### src/rtl/pipeline_pkg.sv
// Shared pipeline definitions: control-bit positions and the memory-stage state type.
package pipeline_pkg;

    localparam int MEM_READ_BIT   = 0;
    localparam int MEM_WRITE_BIT  = 1;
    localparam int REG_WRITE_BIT  = 0;
    localparam int MEM_TO_REG_BIT = 1;

    typedef enum logic {
        IDLE = 1'b0,
        BUSY = 1'b1
    } state_t;

endpackage

### src/rtl/mem_wb_reg.sv
// MEM/WB pipeline register; a bubble loads all-zero fields.
module mem_wb_reg (
    input  logic        clk,
    input  logic        rst,
    input  logic        bubble,
    input  logic [31:0] result,
    input  logic [31:0] read_data,
    input  logic [4:0]  reg_dest,
    input  logic [1:0]  wb_ctrl,
    output logic [31:0] wb_result,
    output logic [31:0] wb_read_data,
    output logic [4:0]  wb_reg_dest,
    output logic [1:0]  wb_ctrl_q
);

    always_ff @(posedge clk) begin
        if (rst || bubble) begin
            wb_result    <= '0;
            wb_read_data <= '0;
            wb_reg_dest  <= '0;
            wb_ctrl_q    <= '0;
        end else begin
            wb_result    <= result;
            wb_read_data <= read_data;
            wb_reg_dest  <= reg_dest;
            wb_ctrl_q    <= wb_ctrl;
        end
    end

endmodule

### src/rtl/mem_stage_ctrl.sv
// Memory-stage controller: req/ack data-memory port, upstream stall and MEM/WB register.
// state | meaning
// IDLE  | no access outstanding; non-memory instructions pass straight to MEM/WB
// BUSY  | request issued, waiting for mem_ack or the timeout
module mem_stage_ctrl
    import pipeline_pkg::*;
#(
    parameter int ACK_TIMEOUT = 16
) (
    input  logic        clk,
    input  logic        rst,
    input  logic [31:0] result,
    input  logic [31:0] write_data,
    input  logic [4:0]  RegDest,
    input  logic [3:0]  control_signals_M,
    input  logic [1:0]  control_signals_WB,
    output logic        mem_req,
    output logic        mem_we,
    output logic [31:0] mem_addr,
    output logic [31:0] mem_wdata,
    input  logic        mem_ack,
    input  logic [31:0] mem_rdata,
    output logic        stall,
    output logic [31:0] wb_result,
    output logic [31:0] wb_read_data,
    output logic [4:0]  wb_RegDest,
    output logic [1:0]  wb_control_signals,
    output logic        mem_error
);

    localparam int CNT_W = $clog2(ACK_TIMEOUT);
    localparam logic [CNT_W-1:0] CNT_TERM = CNT_W'(ACK_TIMEOUT - 1);

    state_t           state;
    logic [CNT_W-1:0] cnt;
    logic [4:0]       lat_dest;
    logic [1:0]       lat_wb;

    logic        mem_read, mem_write, memop, timeout;
    logic        nxt_bubble;
    logic [31:0] nxt_result, nxt_rdata;
    logic [4:0]  nxt_dest;
    logic [1:0]  nxt_wb;
    logic        unused_m;

    assign mem_read  = control_signals_M[MEM_READ_BIT];
    assign mem_write = control_signals_M[MEM_WRITE_BIT];
    assign memop     = mem_read | mem_write;
    assign unused_m  = ^control_signals_M[3:2];

    // An ack on the timeout cycle wins over the timeout.
    assign timeout = (state == BUSY) && !mem_ack && (cnt == CNT_TERM);

    assign stall = !rst && (((state == IDLE) && memop) ||
                            ((state == BUSY) && !mem_ack && !timeout));

    always_comb begin
        nxt_bubble = 1'b1;
        nxt_result = '0;
        nxt_rdata  = '0;
        nxt_dest   = '0;
        nxt_wb     = '0;
        if (state == IDLE && !memop) begin
            nxt_bubble = 1'b0;
            nxt_result = result;
            nxt_dest   = RegDest;
            nxt_wb     = control_signals_WB;
        end else if (state == BUSY && mem_ack) begin
            nxt_bubble = 1'b0;
            nxt_result = mem_addr;
            nxt_rdata  = mem_we ? 32'd0 : mem_rdata;
            nxt_dest   = lat_dest;
            nxt_wb     = lat_wb;
        end
    end

    always_ff @(posedge clk) begin
        if (rst) begin
            state     <= IDLE;
            cnt       <= '0;
            mem_req   <= 1'b0;
            mem_we    <= 1'b0;
            mem_addr  <= '0;
            mem_wdata <= '0;
            lat_dest  <= '0;
            lat_wb    <= '0;
            mem_error <= 1'b0;
        end else begin
            case (state)
                IDLE: begin
                    if (memop) begin
                        state     <= BUSY;
                        cnt       <= '0;
                        mem_req   <= 1'b1;
                        mem_we    <= mem_write;
                        mem_addr  <= result;
                        mem_wdata <= write_data;
                        lat_dest  <= RegDest;
                        lat_wb    <= control_signals_WB;
                    end
                end
                BUSY: begin
                    if (mem_ack) begin
                        mem_req <= 1'b0;
                        state   <= IDLE;
                    end else if (timeout) begin
                        mem_req   <= 1'b0;
                        mem_error <= 1'b1;
                        state     <= IDLE;
                    end else begin
                        cnt <= cnt + 1'b1;
                    end
                end
                default: state <= IDLE;
            endcase
        end
    end

    mem_wb_reg u_mem_wb (
        .clk          (clk),
        .rst          (rst),
        .bubble       (nxt_bubble),
        .result       (nxt_result),
        .read_data    (nxt_rdata),
        .reg_dest     (nxt_dest),
        .wb_ctrl      (nxt_wb),
        .wb_result    (wb_result),
        .wb_read_data (wb_read_data),
        .wb_reg_dest  (wb_RegDest),
        .wb_ctrl_q    (wb_control_signals)
    );

endmodule

### config.mk
export PLATFORM = sky130hd
export DESIGN_NAME = mem_stage_ctrl
export DESIGN_NICKNAME = d
export VERILOG_FILES = /design/src/rtl/pipeline_pkg.sv /design/src/rtl/mem_wb_reg.sv /design/src/rtl/mem_stage_ctrl.sv
export SDC_FILE = /design/constraint.sdc
export NUM_CORES = 1
export LEC_CHECK = 0
export CAP_MARGIN = 20
export CORE_MARGIN = 3
export CORE_UTILIZATION = 43
export DETAILED_ROUTE_END_ITERATION = 10
export PLACE_DENSITY = 0.9
export SLEW_MARGIN = 40
export SYNTH_ARGS = -nofsm -noshare
export SYNTH_HDL_FRONTEND = slang
export SYNTH_SLANG_ARGS = --single-unit
### constraint.sdc
create_clock -name clk -period 4.6 [get_ports clk]
set_clock_uncertainty 0.2 [all_clocks]
set_input_delay 0.92 -clock clk [delete_from_list [all_inputs] [get_ports clk]]
set_output_delay 0.92 -clock clk [all_outputs]
set_load 0.05 [all_outputs]
[Yosys cells after proc, flatten, opt, wreduce, memory -nomap -nowiden]
Index checks and enable logic that the tools add are counted.
Operators by class
  add/subtract/negate cells: 1
  equality and inequality tests: 5
  muxes and demuxes: 20
  bitwise logic cells: 4
  reductions and logical operators: 18
Operators with widths (number)
  two-way mux 32 bit: 2
  two-way mux 4 bit: 3
  two-way mux 5 bit: 2
  two-way mux 1 bit: 8
  case mux 4 bit (2 select lines): 1
  logical AND 1 bit: 7
  != test 2 bit (second input constant): 3
  AND reduction 3 bit: 2
  adder 4 x 1 -> 4 bit (second input constant): 1
  equality test 4 bit (second input constant): 1
  logical NOT 1 bit: 4
  two-way mux 2 bit: 2
  case mux 1 bit (2 select lines): 2
  AND reduction 2 bit: 2
  OR reduction 4 bit: 1
  != test 3 x 2 -> 1 bit (second input constant): 1
  NOT 1 bit: 3
  logical OR 1 bit: 2
  bitwise OR 1 bit: 1
Storage, ports and cells
  register bits after elaboration: 150

[Logic depth before layout (Yosys ltp)]
  word-level depth: 7
  mapped depth: 6
  depth with buffers taken out: 4

[Modules after synthesis]
A second synthesis with hierarchy kept.
Second synthesis, totals
  cell total of the unflattened synthesis: 594
  area total of the unflattened synthesis: 5898.2 µm²
By module, submodules not included
  mem_stage_ctrl: instances 1, cells each 436, area an instance 3413.3 µm²
  mem_wb_reg: instances 1, cells each 158, area an instance 2484.9 µm²

[Worst setup path after synthesis]
OpenSTA, ideal clock, no wires.
  kind: input to output
  start: input port control_signals_M[1]
  end: output port stall
  arrival: 2.115 ns
  setup slack: 1.365 ns
  stages: 4
  cell sequence: o21bai_2 buf_4 buf_2 a21oi_1
Between the ends
  cells in the longest elaborated chain, start to end: 4
RTL lines
  start, declared: RTL line mem_stage_ctrl.sv:15  | input logic [3:0] control_signals_M,
  bitwise OR 1 bit: RTL line mem_stage_ctrl.sv:48  | assign memop = mem_read | mem_write;
  logical AND 1 bit: RTL line mem_stage_ctrl.sv:54  | assign stall = !rst && (((state == IDLE) && memop) ||
  logical OR 1 bit: RTL line mem_stage_ctrl.sv:54
  logical AND 1 bit: RTL line mem_stage_ctrl.sv:54
  end, declared: RTL line mem_stage_ctrl.sv:23  | output logic stall,
No other way between the ends.

[Final worst setup path]
  start: input port mem_ack
  end: output port stall
Between the ends
  cells in the longest elaborated chain, start to end: 7
RTL lines
  start, declared: RTL line mem_stage_ctrl.sv:21  | input logic mem_ack,
  logical NOT 1 bit *: RTL line mem_stage_ctrl.sv:52, mem_stage_ctrl.sv:55
  logical AND 1 bit *: RTL line mem_stage_ctrl.sv:52, mem_stage_ctrl.sv:55
  logical AND 1 bit: RTL line mem_stage_ctrl.sv:52  | assign timeout = (state == BUSY) && !mem_ack && (cnt == CNT_TERM);
  logical NOT 1 bit: RTL line mem_stage_ctrl.sv:55  | ((state == BUSY) && !mem_ack && !timeout));
  logical AND 1 bit *: RTL line mem_stage_ctrl.sv:55
  logical OR 1 bit *: RTL line mem_stage_ctrl.sv:54
  logical AND 1 bit *: RTL line mem_stage_ctrl.sv:54
Every way passes the cells marked *; elsewhere a longest branch is shown, timed or not.

==> metrics.txt <==
Final Hold Vio Count=0; vias in the first global route=4872; Setup WS pre-CTS=1.29 ns; final core occ=0.730; slew margin rel.=0.467; Setup-failing EPs final=0; crit path kind=in -> out; 1st-iter DRT viols=264; total number of vias=4765; commonest non-fill, non-tap cell in the layout=clkdlybuf4s50_1; die width=114 um; initial antenna violation count=0; post-CTS repair timing setup buffer count=0; Post-Syn Area per Cell=9.11 um2; Critical Path RT=3.48 ns; first-pass GRT wire length=24.7 mm; RSZ-0062 raised after global routing=no; Starting Density=0.451; Yosys cell types=31; CORE AREA=11100 um2; # clock sinks=150; Wirelength per Cell=17.2 um; share of cells above drive strength 1=0.0543; Die Area=12900 um2; post-synthesis cell count=548; clk slew on worst S/H paths=0.06 ns; fin. max-slew vios=0; Skew-Pair Late Insertion Delay=0.42 ns; largest net degree at the start of global routing=120; Root Buffer=clkbuf_16; drt first pass iters=5; GRT overflow=0; Post-synth EDFFs=0; worst vdd ir=333 uV; mapped cell area=4990 um2; Worst-Margin Slew=0.799 ns; footprint of the multi-input gates=1780 um2; DIE HEIGHT=114 um; CP arrival=2.16 ns; Pleak=3.09 nW; Max-cap violations=0; fillcell total=781; DRC violations left=0; Top FF cell, synth=dfxtp_1; H-tree levels=4; Critical Path Sink Type=output pin; Fmax achieved=305 MHz; Final min period=3.28 ns; ANT cells=0; IO Count=249; vias per inst=5.11; DP Cell Count=899; Synth Net Count=659; Routed WL=16.0 mm; Cell Pwr Density=423 nW/um2; status=finished clean; GRT Overall Usage=0.245; Placer Congestion=0.820; Area Overhead vs Synth=62.0%; Setup TNS=0 ns; hpwl dp=10.9 mm; Min-Delay Path Class=reg -> reg; worst-path maximum fanout=4; number of I/O port buffers=246; Setup crit start kind=primary input; Rows=38; Non-Filler Instances=932; CTS Buf Count=17; final period utilization=0.713; post-CTS sizing=0; flops & latches, synth=150; CTS Hold Buffers Added=0; DRT antenna net count=0; Post-synth ARST share=0; most frequent cells in the layout=clkdlybuf4s50_1, dfxtp_1, nand2_1, a21oi_1, nor2_1; post-layout worst setup margin=1.32 ns; sequential element share of the synthesized area=0.602; nets=890; TritonCTS clock tree=yes; Synth warnings=0; FF/Latch Area=3000 um2; clk buf depth=2
[path summary, 6_finish.rpt]
kind / from / end / depth (start not counted) / slack (ns)
hold reg to reg: mem_wdata[18] / mem_wdata[18] / 2 / 0.25
hold / removal: mem_wdata[18] / mem_wdata[18] / 2 / 0.25
setup / recovery: mem_ack / stall / 5 / 1.32
setup reg to reg: state / u_mem_wb.wb_read_data[24] / 4 / 2.23
[registers in the layout (all words and copies together) (netlist names), 2 cells and up]
signal and flops:
cnt 4, lat_dest 5, lat_wb 2, mem_addr 32, mem_wdata 32, u_mem_wb.wb_ctrl_q 2
u_mem_wb.wb_read_data 32, u_mem_wb.wb_reg_dest 5, u_mem_wb.wb_result 32
[through the flow]
stage	hold slack, ns	cell area [um2]	total power [mW]
2_1_floorplan	0.237	4990	1.79
3_3_place_gp	0.242	7460	2.02
3_5_place_dp	0.248	7470	2.04
4_1_cts	0.255	8070	3.45
5_1_grt	0.274	8080	3.55
6_report	0.253	8080	3.42
[kinds of logic (layout without fill, tap and decap cells)]
family,count (synthesis),in the layout,synth area share
compound gates,122,122,0.146
fa+ha+maj,1,1,0.00251
buf+inv,41,285,0.0439
mux,2,2,0.00426
simple gates,232,232,0.201
flops,150,150,0.602
[power breakdown]
group | switching [mW] | internal [mW]
Clock | 0.511 | 0.894
Combinational | 0.383 | 0.231
Sequential | 0.0378 | 1.37
[synth_stat cells, types with 3 or more instances]
cell      count  area, um2
a22oi_1      39        293
clkbuf_1     13       48.8
nand3_1       4       20.0
buf_2        13       65.1
a21oi_1      76        380
nor2_1       43        161
o211ai_1      3       22.5
clkbuf_2      3       15.0
nand2_1     143        537
buf_4        10       75.1
and2_1       32        200
dfxtp_1     150       3000
[cell type report]
cell class | count | share of cell area
clock inverters | 8 | 0.0150
clock buffers | 24 | 0.0596
flip-flops and latches | 150 | 0.371
multi-input cells | 357 | 0.221
well taps | 140 | 0.0217
repair buffers | 253 | 0.312
[worst max-delay path, stage by stage]
cell and delay, ns:
clkdlybuf4s50_1 0.46, nor2b_1 0.26, nand2_1 0.15, a21oi_1 0.15, buf_4 0.22
[per-layer routing]
metal | global-route usage | share of wire | vias to the layer above
met4 | 0.136 | 0.046 | 0
met3 | 0.0849 | 0.077 | 47
met5 | 0 | 0 | -
met2 | 0.435 | 0.51 | 205
met1 | 0.251 | 0.37 | 2242
li1 | - | - | 2271
No activity file was read; power rests on OpenSTA's default activity.
